<file path="src/rtl/fir_filter_pkg.sv">
// +----------------------------------------------------------------------------+
// | Module      : fir_filter_pkg                                               |
// | Description : Shared types and constants for the fir_filter serial link.   |
// | Revision    : 1.0 - initial release                                        |
// +----------------------------------------------------------------------------+
`default_nettype none

package fir_filter_pkg;

    localparam int DEFAULT_WORD_LEN = 24;

    typedef enum logic [1:0] {
        IDLE     = 2'd0,
        WAIT_RDY = 2'd1,
        SHIFT    = 2'd2
    } ser_state_t;

endpackage : fir_filter_pkg

`default_nettype wire

</file>
<file path="src/rtl/piso_shift_reg.sv">
// +----------------------------------------------------------------------------+
// | Module      : piso_shift_reg                                               |
// | Description : Loadable zero-filling shift register with serial tap.        |
// | Revision    : 1.0 - initial release                                        |
// +----------------------------------------------------------------------------+
`default_nettype none

module piso_shift_reg #(
    parameter int LENGTH    = 24,
    parameter bit MSB_FIRST = 1'b0
) (
    input  logic              i_clk,
    input  logic              i_rst,
    input  logic              i_load,
    input  logic              i_shift,
    input  logic [LENGTH-1:0] iv_din,
    output logic              o_sout
);

    logic [LENGTH-1:0] r_sr;
    logic [LENGTH-1:0] w_next;

    // The tap always presents the next bit to transmit; shifting exposes the following one.
    generate
        if (MSB_FIRST) begin : g_msb_first
            assign w_next = {r_sr[LENGTH-2:0], 1'b0};
            assign o_sout = r_sr[LENGTH-1];
        end else begin : g_lsb_first
            assign w_next = {1'b0, r_sr[LENGTH-1:1]};
            assign o_sout = r_sr[0];
        end
    endgenerate

    always_ff @(posedge i_clk or negedge i_rst) begin
        if (!i_rst) begin
            r_sr <= '0;
        end else if (i_load) begin
            r_sr <= iv_din;
        end else if (i_shift) begin
            r_sr <= w_next;
        end
    end

endmodule : piso_shift_reg

`default_nettype wire

</file>
<file path="src/rtl/serializer_fsm.sv">
// +----------------------------------------------------------------------------+
// | Module      : serializer_fsm                                               |
// | Description : PISO transmitter, one word per handshake, one bit per clock. |
// | Revision    : 1.0 - initial release                                        |
// +----------------------------------------------------------------------------+
`default_nettype none

module serializer_fsm
    import fir_filter_pkg::*;
#(
    parameter int LENGTH    = DEFAULT_WORD_LEN,
    parameter bit MSB_FIRST = 1'b0
) (
    input  logic              i_clk,
    input  logic              i_rst,
    input  logic              i_en,
    input  logic [LENGTH-1:0] iv_din,
    input  logic              i_din_valid,
    output logic              o_ready,
    input  logic              i_ready,
    output logic              o_dout,
    output logic              o_dout_valid
);

    localparam int               CNT_W      = $clog2(LENGTH);
    localparam logic [CNT_W-1:0] c_last_bit = CNT_W'(LENGTH - 1);

    ser_state_t       r_state;
    logic [CNT_W-1:0] r_cnt;
    logic             r_ready;
    logic             r_dout;
    logic             r_dout_valid;

    logic w_load;
    logic w_shift;
    logic w_sout;

    assign w_load  = i_en && (r_state == IDLE) && r_ready && i_din_valid;
    // The register advances on every bit registered onto o_dout, including the first.
    assign w_shift = i_en && (((r_state == WAIT_RDY) && i_ready) ||
                              ((r_state == SHIFT) && (r_cnt != c_last_bit)));

    piso_shift_reg #(
        .LENGTH    (LENGTH),
        .MSB_FIRST (MSB_FIRST)
    ) u_shift_reg (
        .i_clk   (i_clk),
        .i_rst   (i_rst),
        .i_load  (w_load),
        .i_shift (w_shift),
        .iv_din  (iv_din),
        .o_sout  (w_sout)
    );

    always_ff @(posedge i_clk or negedge i_rst) begin
        if (!i_rst) begin
            r_state      <= IDLE;
            r_cnt        <= '0;
            r_ready      <= 1'b0;
            r_dout       <= 1'b0;
            r_dout_valid <= 1'b0;
        end else if (!i_en) begin
            // Freeze the frame; the pause shows downstream as valid-low cycles.
            r_ready      <= 1'b0;
            r_dout_valid <= 1'b0;
        end else begin
            case (r_state)
                IDLE: begin
                    r_dout_valid <= 1'b0;
                    if (r_ready && i_din_valid) begin
                        r_ready <= 1'b0;
                        r_cnt   <= '0;
                        r_state <= WAIT_RDY;
                    end else begin
                        r_ready <= 1'b1;
                    end
                end
                WAIT_RDY: begin
                    r_ready      <= 1'b0;
                    r_dout_valid <= 1'b0;
                    if (i_ready) begin
                        r_dout       <= w_sout;
                        r_dout_valid <= 1'b1;
                        r_state      <= SHIFT;
                    end
                end
                SHIFT: begin
                    if (r_cnt == c_last_bit) begin
                        r_dout       <= 1'b0;
                        r_dout_valid <= 1'b0;
                        r_ready      <= 1'b1;
                        r_state      <= IDLE;
                    end else begin
                        r_cnt        <= r_cnt + CNT_W'(1);
                        r_dout       <= w_sout;
                        r_dout_valid <= 1'b1;
                        r_ready      <= 1'b0;
                    end
                end
                default: begin
                    r_ready      <= 1'b0;
                    r_dout_valid <= 1'b0;
                    r_state      <= IDLE;
                end
            endcase
        end
    end

    assign o_ready      = r_ready;
    assign o_dout       = r_dout;
    assign o_dout_valid = r_dout_valid;

endmodule : serializer_fsm

`default_nettype wire
</file>
<file path="config.mk">
export PLATFORM = sky130hd
export DESIGN_NAME = serializer_fsm
export DESIGN_NICKNAME = d
export VERILOG_FILES = /design/src/rtl/fir_filter_pkg.sv /design/src/rtl/piso_shift_reg.sv /design/src/rtl/serializer_fsm.sv
export SDC_FILE = /design/constraint.sdc
export NUM_CORES = 1
export LEC_CHECK = 0
export CORE_MARGIN = 4
export CORE_UTILIZATION = 45
export DETAILED_ROUTE_END_ITERATION = 8
export PLACE_DENSITY = 0.82
export SYNTH_ARGS = -nofsm -noshare
export SYNTH_HDL_FRONTEND = slang
export SYNTH_SLANG_ARGS = --single-unit
</file>
<file path="constraint.sdc">
create_clock -name i_clk -period 2 [get_ports i_clk]
set_input_delay 0.4 -clock i_clk [delete_from_list [all_inputs] [get_ports i_clk]]
set_output_delay 0.4 -clock i_clk [all_outputs]
set_load 0.02 [all_outputs]
</file>
==> results.sh <==
export IMPL_fin_nets=213
export IMPL_fin_area_sq_mm=0.00209
export IMPL_fin_crit_ns=1.88
export IMPL_worstSetupPathType="register to register"
export IMPL_drcViolationCount=0
export IMPL_clk_pin_slew_ns=0.10
export IMPL_synth_seq_area_share=0.528
export IMPL_syn_inst=141
export IMPL_holdBufCountCts=0
export IMPL_cts_num_sinks=34
export IMPL_first_pass_iters=4
export IMPL_grt_usage=0.161
export IMPL_critPathArrivalTime_ns=2.10
export IMPL_clock_skew_ns=0.00986
export IMPL_tightest_slew_ns=0.437
export IMPL_cts_buffer_depth=2
export IMPL_drv_slew=0
export IMPL_vias_per_cell=5.46
export IMPL_row_count=21
export IMPL_hold_ws_ns=0.462
export IMPL_critPathLaunchType="register"
export IMPL_p_leak_nw=0.940
export IMPL_ys_ff_latch=34
export IMPL_gr_total_overflow=0
export IMPL_design_power_total_mw=2.38
export IMPL_synth_top_area_share=0.528
export IMPL_cp_slowest_cell="dfrtp_1"
export IMPL_grt_max_degree=35
export IMPL_crit_required_ns=2.22
export IMPL_cp_max_fo=23
export IMPL_diodes=0
export IMPL_path_cells="ha_2, nand4b_1, a22o_1, a21oi_2, buf_12, mux2_2"
export IMPL_synth_top_cells_by_area="dfrtp_1 (53%), a221o_1 (14%), and2_1 (9.7%)"
export IMPL_die_w_um=67.8
export IMPL_fillCellCount=260
export IMPL_cts_resized=0
export IMPL_vias=1229
export IMPL_grt_pass1_vias=1242
export IMPL_synth_warnings=0
export IMPL_place_gp_congestion=0.828
export IMPL_synthArstFlopShare=1.00
export IMPL_placed_cell_area_sq_mm=0.00203
export IMPL_dp_cells=219
export IMPL_antenna_found_initial=0
export IMPL_cts_buffers=5
export IMPL_status="finished, final reports clean"
export IMPL_max_slew_margin=0.705
export IMPL_synth_avg_cell_area_sq_um=11.4
export IMPL_tritoncts="built"
export IMPL_synthToLayoutAreaGrowth_pct=29.8
export IMPL_wl_per_cell_um=14.5
export IMPL_dieHeight_um=67.8
export IMPL_hold_viol=0
export IMPL_slowest_delay_ns=0.40
export IMPL_cts_setup_buffers=0
export IMPL_fmax_mhz=531
export IMPL_setup_viol=0
export IMPL_post_route_period_util=0.941
export IMPL_grt_pass1_wl_um=5510
export IMPL_portBuffers=31
export IMPL_synthTopCellsByCount="dfrtp_1 (34), and2_1 (25), a221o_1 (22)"
export IMPL_synth_nets=174
export IMPL_synth_flop_cell="dfrtp_1"
export IMPL_hold_path_class="input port to asynchronous set/reset pin"
export IMPL_ant_nets=0
export IMPL_drt_wl_total_um=3270
export IMPL_yosysTopAreaCell="dfrtp_1"
export IMPL_dr_first_iter_drc_count=78
export IMPL_start_util=0.475
export IMPL_drv_cap=0
export IMPL_root_buffer="clkbuf_4"
export IMPL_pin_count=32
export IMPL_netlist_area_sq_mm=0.00161
export IMPL_dieArea_sq_mm=0.00460
export IMPL_synth_cell_types=28
export IMPL_clk_latency_ns=0.34
export IMPL_yosysMostFrequentCell="dfrtp_1"
export IMPL_setup_tns_ns=0
export IMPL_core_sq_mm=0.00339
export IMPL_dp_hpwl_um=2390
export IMPL_layout_drive_gt1_share=0.112
export IMPL_rsz0062_at_grt="no"
export IMPL_htree_levels=2
export IMPL_power_density_mw_per_mm2=1140
export IMPL_synth_edf_count=0
export IMPL_endpoint_kind="register"
export IMPL_fin_cells=225
export IMPL_peakVddDrop_mv=0.448
## cell usage in the layout (no fill, tap or decap), drive strengths merged
master / Yosys / layout
a211o: 1 / 1
a21boi: 1 / 1
a21oi: 2 / 2
a221o: 22 / 22
a22o: 1 / 1
and2: 25 / 25
and3: 1 / 1
and3b: 1 / 1
and4: 1 / 1
and4b: 1 / 1
buf: 6 / 9
clkbuf: 2 / 6
clkdlybuf4s50: 0 / 31
dfrtp: 34 / 34
ha: 4 / 4
inv: 3 / 3
mux2: 1 / 1
mux2i: 1 / 1
nand2: 9 / 9
nand2b: 2 / 2
nand3: 5 / 5
nand4b: 1 / 1
nor2: 1 / 1
nor2b: 2 / 2
nor3: 1 / 1
o21ai: 9 / 9
o31ai: 2 / 2
o32a: 1 / 1
or4b: 1 / 1
## through the flow
step                      utilization  setup WS [ns]
final                           0.617          0.118
after global routing            0.617        0.00654
after CTS                       0.615         0.0221
after detailed placement        0.600        0.00582
after global placement          0.600         0.0344
after floorplan                     -          0.212
## layer usage
| layer | global-route usage | vias to the layer above | wire, um |
|---|---|---|---|
| li1 | - | 601 | - |
| met1 | 0.208 | 594 | 1520 |
| met2 | 0.252 | 28 | 1550 |
| met3 | 0.0558 | 6 | 152 |
| met4 | 0.0571 | 0 | 48 |
| met5 | 0 | - | 0 |
## cells by family after synthesis
logic type      Yosys count  synth area share
fa+ha+maj                 4            0.0311
simple gates             51             0.190
flops                    34             0.528
compound gates           39             0.207
mux                       2            0.0132
buf+inv                  11            0.0303
## power breakdown
part	internal [mW]	switching (mW)
logic	0.498	0.409
registers	0.935	0.160
clock network	0.158	0.214
total	1.59	0.784
## sequential cells by signal, indices dropped and copies added (netlist names)
signal / flops
o_dout: 1
o_dout_valid: 1
o_ready: 1
r_cnt: 5
r_state: 2
u_shift_reg.r_sr: 24
## worst max-delay path, delay by kind of cell (launching register included)
kind                     cells  cell delay [ns]
AO/OA/AOI/OAI                2             0.46
adder cells (fa/ha/maj)      1             0.24
buffers and inverters        1             0.17
flip-flops                   1             0.40
multiplexers                 1             0.34
AND/OR/NAND/NOR              1             0.15
## path summary, 6_finish.rpt
check / endpoint / startpoint / cells after the start / slack [ns]
min in group i_clk: u_shift_reg.r_sr[0] / u_shift_reg.r_sr[1] / 1 / 0.51
worst min register to register: u_shift_reg.r_sr[0] / u_shift_reg.r_sr[1] / 1 / 0.51
max in group asynchronous: o_dout / i_rst / 2 / 1.23
worst min-delay path: u_shift_reg.r_sr[21] / i_rst / 2 / 0.46
worst max-delay path: u_shift_reg.r_sr[22] / r_cnt[0] / 6 / 0.12
worst max register to register: u_shift_reg.r_sr[22] / r_cnt[0] / 6 / 0.12
## area by class of cell
class / count / area [sq um] / share of cell area
Clock buffer: 6 / 51.3 / 0.0245
Inverter: 3 / 11.3 / 0.00539
Multi-Input combinational cell: 96 / 717 / 0.343
Sequential cell: 34 / 851 / 0.407
Tap cell: 46 / 57.6 / 0.0275
Timing Repair Buffer: 40 / 403 / 0.193
Power figures use the tool's default switching activity.
